File: config.mk
export PLATFORM = sky130hd
export DESIGN_NAME = id_ex_stage
export DESIGN_NICKNAME = d
export VERILOG_FILES = /design/src/rtl/id_ex_stage.sv
export SDC_FILE = /design/constraint.sdc
export NUM_CORES = 1
export LEC_CHECK = 0
export ABC_AREA = 1
export CAP_MARGIN = 40
export CORE_MARGIN = 5
export CORE_UTILIZATION = 43
export DETAILED_ROUTE_END_ITERATION = 7
export GPL_ROUTABILITY_DRIVEN = 1
export MAX_ROUTING_LAYER = met4
export PLACE_DENSITY = 0.78
export SKIP_LAST_GASP = 1
export SLEW_MARGIN = 25
export SYNTH_ARGS = -nofsm -noshare
export SYNTH_HDL_FRONTEND = slang
export SYNTH_SLANG_ARGS = --single-unit
File: constraint.sdc
create_clock -name Clk -period 1.96 [get_ports Clk]
set_input_delay 0.392 -clock Clk [delete_from_list [all_inputs] [get_ports Clk]]
set_output_delay 0.392 -clock Clk [all_outputs]
set_load 0.02 [all_outputs]
File: src/rtl/id_ex_stage.sv
// ID/EX pipeline register with EX/MEM and MEM/WB operand forwarding,
// load-use hazard detection and bubble insertion on stall or flush.
module id_ex_stage (
  input  logic        Clk,
  input  logic        Clrn,
  input  logic        D_valid,
  input  logic [31:0] D_qa,
  input  logic [31:0] D_qb,
  input  logic [31:0] D_imm,
  input  logic [4:0]  D_rs,
  input  logic [4:0]  D_rt,
  input  logic [4:0]  D_rn,
  input  logic        D_rt_used,
  input  logic [1:0]  D_aluc,
  input  logic        D_aluimm,
  input  logic        D_wreg,
  input  logic        D_m2reg,
  input  logic        D_wmem,
  input  logic        Flush,
  input  logic [4:0]  M_rn,
  input  logic        M_wreg,
  input  logic [31:0] M_r,
  input  logic [4:0]  W_rn,
  input  logic        W_wreg,
  input  logic [31:0] W_d,
  output logic [31:0] X,
  output logic [31:0] Y,
  output logic [1:0]  Aluc,
  output logic [31:0] E_qb,
  output logic [4:0]  E_rn,
  output logic        E_wreg,
  output logic        E_m2reg,
  output logic        E_wmem,
  output logic        E_valid,
  output logic        Stall
);

  logic [31:0] qa, qb, imm;
  logic [4:0]  rs, rt, rn;
  logic [1:0]  aluc;
  logic        aluimm, wreg, m2reg, wmem, valid;
  logic [31:0] fa, fb;
  logic        bubble;

  // A load in EX whose destination is read by the instruction in ID must hold ID one cycle.
  assign Stall = D_valid & valid & m2reg & wreg & (rn != 5'd0) &
                 ((D_rs == rn) | (D_rt_used & (D_rt == rn)));

  assign bubble = Flush | Stall | ~D_valid;

  always_ff @(posedge Clk or negedge Clrn) begin
    if (!Clrn) begin
      qa     <= '0;
      qb     <= '0;
      imm    <= '0;
      rs     <= '0;
      rt     <= '0;
      rn     <= '0;
      aluc   <= '0;
      aluimm <= 1'b0;
      wreg   <= 1'b0;
      m2reg  <= 1'b0;
      wmem   <= 1'b0;
      valid  <= 1'b0;
    end else if (bubble) begin
      qa     <= '0;
      qb     <= '0;
      imm    <= '0;
      rs     <= '0;
      rt     <= '0;
      rn     <= '0;
      aluc   <= '0;
      aluimm <= 1'b0;
      wreg   <= 1'b0;
      m2reg  <= 1'b0;
      wmem   <= 1'b0;
      valid  <= 1'b0;
    end else begin
      qa     <= D_qa;
      qb     <= D_qb;
      imm    <= D_imm;
      rs     <= D_rs;
      rt     <= D_rt;
      rn     <= D_rn;
      aluc   <= D_aluc;
      aluimm <= D_aluimm;
      wreg   <= D_wreg;
      m2reg  <= D_m2reg;
      wmem   <= D_wmem;
      valid  <= 1'b1;
    end
  end

  // The younger EX/MEM result takes priority over MEM/WB; register 0 is never forwarded.
  always_comb begin
    fa = qa;
    if (M_wreg && (M_rn != 5'd0) && (M_rn == rs))
      fa = M_r;
    else if (W_wreg && (W_rn != 5'd0) && (W_rn == rs))
      fa = W_d;
  end

  always_comb begin
    fb = qb;
    if (M_wreg && (M_rn != 5'd0) && (M_rn == rt))
      fb = M_r;
    else if (W_wreg && (W_rn != 5'd0) && (W_rn == rt))
      fb = W_d;
  end

  assign X       = fa;
  assign Y       = aluimm ? imm : fb;
  assign E_qb    = fb;
  assign Aluc    = aluc;
  assign E_rn    = rn;
  assign E_wreg  = wreg;
  assign E_m2reg = m2reg;
  assign E_wmem  = wmem;
  assign E_valid = valid;

endmodule

# Word level (Yosys, flattened, before mapping)
# Index checks and enable logic that the tools add are counted.
totals:
  ff_bits: 118
  output_inout_bits: 108
  inputBits: 198
op_classes:
  n_eq_ne: 6
  reduce_logical: 9
  mux: 17
  bitwise_logic: 10
op_table:
  columns: ["operator", "count"]
  rows:
  - ["32-bit 2-to-1 mux", 8]
  - ["5-bit == test", 6]
  - ["5-bit 2-to-1 mux", 3]
  - ["5-bit nonzero test", 3]
  - ["1-bit bitwise AND", 6]
  - ["1-bit logical AND", 6]
  - ["1-bit 2-to-1 mux", 5]
  - ["1-bit OR", 3]
  - ["2-bit 2-to-1 mux", 1]
  - ["1-bit NOT", 1]

# Longest topological paths before layout
# Gate-level depths: netlist (run 1).
logic_depth:
  ltp_word: 8
  depth_mapped: 11
  depth_no_buf: 10

# Least setup slack after synthesis (run 1)
# OpenSTA, ideal clock, no wires.
synth_timing:
  path_kind: "input to output"
  start: "in W_rn[3]"
  end: "out X[10]"
  required_time_ns: 1.568
  path_stages: 6
  t_arrival_ns: 1.410
  slack_ns: 0.158
  path_cell_list: "xor2_1 > nor2_1 > clkbuf_1 > nand3b_1 > nand3_1 > nand2_1"
synth_between:
  elab_chain_len: 5
  word_cells_on_any_way: 6
  classes_between: "eq/ne: 1; mux: 2; reduce/logical: 3"
synth_rtl:
  columns: ["element", "line_no", "text"]
  rows:
  - ["start, declared", "23", "input logic [4:0] W_rn,"]
  - ["5-bit nonzero test", "99", "else if (W_wreg && (W_rn != 5'd0) && (W_rn == rs))"]
  - ["1-bit logical AND", "99", null]
  - ["1-bit logical AND (*)", "99", null]
  - ["32-bit 2-to-1 mux (*)", "99", null]
  - ["32-bit 2-to-1 mux (*)", "97", "if (M_wreg && (M_rn != 5'd0) && (M_rn == rs))"]
  - ["end, declared", "26", "output logic [31:0] X,"]
# Every way passes the cells marked *; elsewhere a longest branch is shown, timed or not.

# Worst setup path after layout (run 1)
layout_timing:
  start: "reg rt[3]"
  end: "out E_qb[6]"
layout_between:
  elab_chain_len: 4
  word_cells_on_any_way: 6
  classes_between: "eq/ne: 2; mux: 2; reduce/logical: 2"
layout_rtl:
  columns: ["element", "line_no", "text"]
  rows:
  - ["start, declared", "39", "logic [4:0] rs, rt, rn;"]
  - ["start signal, assigned", "83", "rt <= D_rt;"]
  - ["5-bit == test", "107", "else if (W_wreg && (W_rn != 5'd0) && (W_rn == rt))"]
  - ["1-bit logical AND", "107", null]
  - ["32-bit 2-to-1 mux", "107", null]
  - ["32-bit 2-to-1 mux (*)", "105", "if (M_wreg && (M_rn != 5'd0) && (M_rn == rt))"]
  - ["end, declared", "29", "output logic [31:0] E_qb,"]
# Marks and branches as above.

==> results.sh, run 1 <==
export IMPL_leakage_uw=0.00656
export IMPL_min_period_over_period_pct=133
export IMPL_cts_made_buffers=17
export IMPL_dp_hpwl_um=18600
export IMPL_detailroute_wirelength_met3_um=2870
export IMPL_design_area_um2=12600
export IMPL_yosys_warnings=0
export IMPL_layout_drive_gt1_share_pct=30.1
export IMPL_grt_setup_unrepaired="true"
export IMPL_ys_seq_area_share_pct=43.4
export IMPL_fin_tns_setup_ns=-52.94
export IMPL_hp_class="input port to flop"
export IMPL_synth_compound_area_share_pct=0.570
export IMPL_path_cells="buf_12 > xor2_4 > nor3_4 > buf_6 > buf_12 > buf_6 > nand3b_1 > and2_4 > buf_6"
export IMPL_die_area_um2=18400
export IMPL_synth_cell_area_um2=6810
export IMPL_maxSlewViolCount=0
export IMPL_violations="setup timing"
export IMPL_wl_per_cell_um=18.9
export IMPL_hold_violations=0
export IMPL_critPathCaptureType="output port"
export IMPL_post_route_min_period_ns=2.61
export IMPL_cap_viol_max_count=0
export IMPL_top_layer="met4"
export IMPL_hold_depth=3
export IMPL_met2_length_um=14700
export IMPL_path_class="flop to output port"
export IMPL_wl_met1_um=10400
export IMPL_regArea_um2=2950
export IMPL_dr_pass1_iters=5
export IMPL_coreArea_um2=15700
export IMPL_ys_ff_latch=118
export IMPL_grt_ovfl_total=0
export IMPL_clock_latency_ns=0.42
export IMPL_cp_data_required_time_ns=1.57
export IMPL_p_total_uw=7990
export IMPL_post_place_ws_ns=-1.05
export IMPL_power_density_nw_per_um2=634
export IMPL_core_rowCount=46
export IMPL_status="finished, violations left"
export IMPL_setup_viol=96
export IMPL_syn2layout_area_growth_pct=85.1
export IMPL_final_cell_mix="195 x clkdlybuf4s50_1, 155 x inv_1, 148 x nand2_1"
export IMPL_grt_max_degree=44
export IMPL_rrSetupSlack_ns=0.26
export IMPL_cts_root_buf="clkbuf_16"
export IMPL_worstPathMaxFanout=7
export IMPL_final_common_cell="clkdlybuf4s50_1"
export IMPL_cts_max_level=4
export IMPL_fin_skew_ns=0.00728
export IMPL_crit_arrival_ns=2.22
export IMPL_maxSlewHeadroom_pct=79.5
export IMPL_final_util_pct=80.2
export IMPL_synthSimpleGateAreaFrac_pct=40.3
export IMPL_hold_end="rs[0]"
export IMPL_r2r_end="qa[9]"
export IMPL_die_width_um=136
export IMPL_cp_slowest_cell="dfrtp_2"
export IMPL_io_pins=306
export IMPL_drt_vias_per_instance=5.07
export IMPL_fillCellCount=968
export IMPL_dieHeight_um=136
export IMPL_place_area_um2=10500
export IMPL_grtUsageTotal_pct=30.4
export IMPL_critPathLaunchType="flop"
export IMPL_fin_nets=1523
export IMPL_antenna_found_initial=1
export IMPL_synth_mux_area_share_pct=0
export IMPL_synth_top_family_by_area="simple AND/OR/NAND/NOR gates"
export IMPL_portBuffers=305
export IMPL_initial_core_util_pct=43.3
export IMPL_fmax_mhz=383
export IMPL_ant_nets=0
export IMPL_drt_total_wl_um=29400
export IMPL_worst_pin_slew_ns=0.306
export IMPL_r2r_start="E_rn[0]"
export IMPL_holdCritStartpoint="D_rs[0]"
export IMPL_cpPeakStageDelay_ns=0.43
export IMPL_first_iter_violations=484
export IMPL_crit_top_cell="buf_6"
export IMPL_clock_sinks=118
export IMPL_grt_pass1_wl_um=41500
export IMPL_vias=7878
export IMPL_synth_xor_xnor_area_share_pct=2.83
export IMPL_yosys_area_share_adder_pct=0
export IMPL_grt_pass1_vias=8013
export IMPL_power_ir_vdd_worst_v=0.000571
export IMPL_synth_nets=1140
export IMPL_ff2ff_path_depth=9
export IMPL_ys_types=25
export IMPL_gp_congestion=0.897
export IMPL_ctsLongestPathBuffers=2
export IMPL_multi_input_area_um2=3690
export IMPL_tritoncts="built"
export IMPL_drc=0
export IMPL_postSynthAreaPerCell_um2=7.23
export IMPL_netlist_instances=942
export IMPL_fin_ws_ns=-0.654
export IMPL_clkTransAtPathRegs_ns=0.05
## metal layers
layer  track usage, %  up-vias
met5                -        -
met4             12.9        0
met3             7.77      107
met2             52.2      445
met1             33.8     3700
li1                 -     3626
## registers in the layout, summed over array words and instances, names as in the netlist
register and flops:
E_wmem 1, rt 5, E_m2reg 1, imm 32, Aluc 2, qb 32
E_rn 5, E_valid 1, aluimm 1, rs 5, E_wreg 1, qa 32
## power by group
| group | internal [µW] | switching (µW) |
|---|---|---|
| sequential | 2530 | 42.9 |
| clock | 2430 | 1110 |
| combinational | 964 | 910 |
## synth_stat cells (all sizes together)
cell type / number / share of area [%]
a21oi: 1 / 0.073
and2: 32 / 2.9
buf: 42 / 3.5
clkbuf: 10 / 0.55
dfrtp: 118 / 43
inv: 160 / 8.8
nand2: 215 / 12
nand3: 133 / 9.8
nand3b: 66 / 7.3
nor2: 134 / 7.9
nor3: 3 / 0.46
o21ai: 3 / 0.22
o22ai: 3 / 0.28
xnor2: 9 / 1.2
xor2: 13 / 1.7
## kinds of logic (layout without fill, tap and decap cells)
family                 after synthesis  after routing
AO/OA/AOI/OAI                        7              7
buffers and inverters              212            607
flip-flops                         118            118
AND/OR/NAND/NOR                    583            583
other                                0              1
XOR/XNOR                            22             22
## final cells by class
| class | count | share of cell area (%) |
|---|---|---|
| clock buffers | 21 | 3.65 |
| repair buffers | 416 | 35.0 |
| diodes | 1 | 0.0199 |
| clock inverters | 10 | 1.59 |
| multi-input cells | 612 | 29.3 |
| well taps | 216 | 2.15 |
| inverters | 160 | 4.81 |
| flip-flops and latches | 118 | 23.4 |
## worst max-delay path, delay by kind of cell, from the launching register on
| kind | cells | cell delay, ns |
|---|---|---|
| and+or+nand+nor | 3 | 0.52 |
| xor gates and xnor gates | 1 | 0.16 |
| DFF | 1 | 0.43 |
| buffers and inverters | 5 | 0.69 |
## worst max path at each step
| stage | cells past startpoint | start | end | slack [ns] |
|---|---|---|---|---|
| final | 9 | rt[3] | E_qb[6] | -0.65 |
| after global routing | 9 | rt[3] | E_qb[6] | -0.74 |
| after CTS | 12 | rt[3] | Y[12] | -0.68 |
| after detailed placement | 11 | W_rn[4] | Y[12] | -1.05 |
| after global placement | 10 | M_rn[2] | Y[20] | -1.03 |
| after floorplan | 6 | W_rn[3] | X[10] | 0.16 |
## metrics by stage
stage,hold slack (ns),std cells
after floorplan,0.0964,942
after global placement,0.300,1473
after detailed placement,0.301,1473
after CTS,0.364,1548
after global routing,0.392,1554
final,0.374,1554
## repair_timing
| item | CTS | global route |
|---|---|---|
| pin swaps | 21 | 64 |
| endpoints found under the setup margin | 97 | 98 |
| buffers inserted | 31 | 8 |
| cloned | 12 | 1 |
| resized for setup | 535 | 267 |
| endpoints found under the hold margin | 18 | 0 |
| hold buffers | 1 | 0 |
Power figures use the tool's default switching activity.
==> run 2, diff against run 1 <==
Settings changed: TNS_END_PERCENT from default to 1.
==> run 2 against run 1 <==
  * The flow still finishes with violations (setup timing)
  * Combinational power decreased by 18%
  * Flip-flop and latch count unchanged
  * Worst setup slack got worse by 0.14 ns
  * Non-clock buffer count decreased by 47
  * Register-to-register slack improved by 0.04 ns
  * Routed wire length decreased by 17%
  * Cell area decreased by 12%
  * Sequential share of layout area increased by 3.3 points
  * Utilization decreased by 10 points
  * Die area unchanged
  * Sequential power about the same
  * Clock skew increased by 0.0020 ns
  * Critical endpoint is now X[0]
  * Largest power group unchanged
==> results.sh, run 2 (synthesis results as in run 1) <==
export IMPL_grt_pass1_wl_um=37500
export IMPL_crit_arrival_ns=2.36
export IMPL_layout_drive_gt1_share_pct=11.0
export IMPL_coreArea_um2=15700
export IMPL_path_class="input port to output port"
export IMPL_dp_cells=1473
export IMPL_tritoncts="built"
export IMPL_violations="setup timing"
export IMPL_first_iter_violations=399
export IMPL_insertedDiodeCount=0
export IMPL_fin_skew_ns=0.00928
export IMPL_die_width_um=136
export IMPL_clock_sinks=118
export IMPL_initial_core_util_pct=43.3
export IMPL_clock_latency_ns=0.41
export IMPL_ctsLongestPathBuffers=2
export IMPL_worst_pin_slew_ns=0.297
export IMPL_design_area_um2=11000
export IMPL_wl_per_cell_um=16.2
export IMPL_core_rowCount=46
export IMPL_fin_tns_setup_ns=-68.82
export IMPL_cts_made_buffers=17
export IMPL_grtUsageTotal_pct=27.3
export IMPL_fillCellCount=1274
export IMPL_grt_max_degree=44
export IMPL_worstPathMaxFanout=19
export IMPL_setup_viol=97
export IMPL_multi_input_area_um2=3020
export IMPL_dp_hpwl_um=18600
export IMPL_power_ir_vdd_worst_v=0.000551
export IMPL_hp_class="input port to asynchronous set/reset pin"
export IMPL_leakage_uw=0.00600
export IMPL_cap_viol_max_count=0
export IMPL_cts_root_buf="clkbuf_16"
export IMPL_final_common_cell="nand2_1"
export IMPL_vias=7221
export IMPL_grt_pass1_vias=7368
export IMPL_regArea_um2=2950
export IMPL_dr_pass1_iters=5
export IMPL_top_usage_layer="met2"
export IMPL_grt_setup_unrepaired="true"
export IMPL_fmax_mhz=363
export IMPL_reg_largest_list="imm: 32 flops, qa: 32 flops, qb: 32 flops"
export IMPL_final_cell_mix="210 x nand2_1, 207 x clkdlybuf4s50_1, 157 x inv_1"
export IMPL_antenna_found_initial=0
export IMPL_hold_violations=0
export IMPL_fin_ws_ns=-0.791
export IMPL_grt_ovfl_total=0
export IMPL_gp_congestion=0.897
export IMPL_met3_usage_pct=7.18
export IMPL_use_met2_pct=46.8
export IMPL_critPathLaunchType="input port"
export IMPL_grt_use_met1_pct=30.9
export IMPL_dieHeight_um=136
export IMPL_clkTransAtPathRegs_ns=0.05
export IMPL_syn2layout_area_growth_pct=62.0
export IMPL_cp_data_required_time_ns=1.57
export IMPL_status="finished, violations left"
export IMPL_rrSetupSlack_ns=0.30
export IMPL_die_area_um2=18400
export IMPL_portBuffers=305
export IMPL_drt_total_wl_um=24400
export IMPL_critPathCaptureType="output port"
export IMPL_power_density_nw_per_um2=688
export IMPL_min_period_over_period_pct=140
export IMPL_drt_vias_per_instance=4.79
export IMPL_post_route_min_period_ns=2.75
export IMPL_place_area_um2=10500
export IMPL_maxSlewHeadroom_pct=80.2
export IMPL_fin_nets=1476
export IMPL_maxSlewViolCount=0
export IMPL_io_pins=306
export IMPL_drc=0
export IMPL_cts_max_level=4
export IMPL_hold_ws_ns=0.409
export IMPL_ant_nets=0
export IMPL_final_cells=1506
-- run 2: cell types whose count changed in the layout (fill, tap and decap cells not counted), sizes merged --
cell,previous run,this run
diode,1,0
clkinv,5,4
clkbuf,25,44
inv,159,160
dlygate4sd2,10,58
buf,205,64
clkdlybuf4s15,0,15
clkdlybuf4s50,195,207
-- run 2: layout make-up --
| type | count | share of cell area [%] |
|---|---|---|
| Timing Repair Buffer | 369 | 31.9 |
| Multi-Input combinational cell | 612 | 27.4 |
| Sequential cell | 118 | 26.8 |
| Inverter | 160 | 5.45 |
| Clock buffer | 21 | 4.18 |
| Tap cell | 216 | 2.45 |
| Clock inverter | 10 | 1.82 |
-- run 2: timing repair --
item | in CTS | in global routing
gates resized for setup | 118 | 49
cloned | 0 | 0
setup endpoints to repair | 97 | 98
pin swaps | 0 | 1
endpoints found under the hold margin | 18 | 0
hold buffers | 1 | 0
setup buffers | 0 | 1
-- run 2: routing by layer --
layer,part of all wire [%],vias up
met2,50,320
met5,0,-
li1,-,3530
met1,38,3320
met3,9.1,51
met4,2.8,0
-- run 2: path summary, 6_finish.rpt --
check,cells past startpoint,to,from
setup / recovery,11,X[0],W_rn[0]
hold / removal,2,qa[12],Clrn
setup reg to reg,9,qb[3],E_rn[0]
hold reg to reg,8,qb[31],E_valid
max in group asynchronous,3,rt[1],Clrn
min in group Clk,3,imm[22],D_imm[22]
-- run 2: where the power goes --
group	internal, µW	switching (µW)
registers	2530	36.0
clock network	2430	1060
logic	749	778
total	5710	1880
-- run 2: stage by stage --
stage          utilization (%)  setup WS, ns  total power, µW
6_report                  70.2        -0.791             7590
5_1_grt                   70.2        -0.868             7900
4_1_cts                   70.6        -0.768             7660
3_5_place_dp              66.8         -1.05             4220
3_3_place_gp              66.8         -1.03             4200
2_1_floorplan                -         0.158             3230
-- run 2: critical path: stages --
cell	delay (ns)
clkdlybuf4s50_1	0.46
buf_4	0.16
xnor2_1	0.15
nand2_1	0.11
nor3_4	0.26
nand2_2	0.12
buf_12	0.17
nand2_1	0.07
nand3_1	0.08
nand2_1	0.07
clkdlybuf4s15_1	0.31
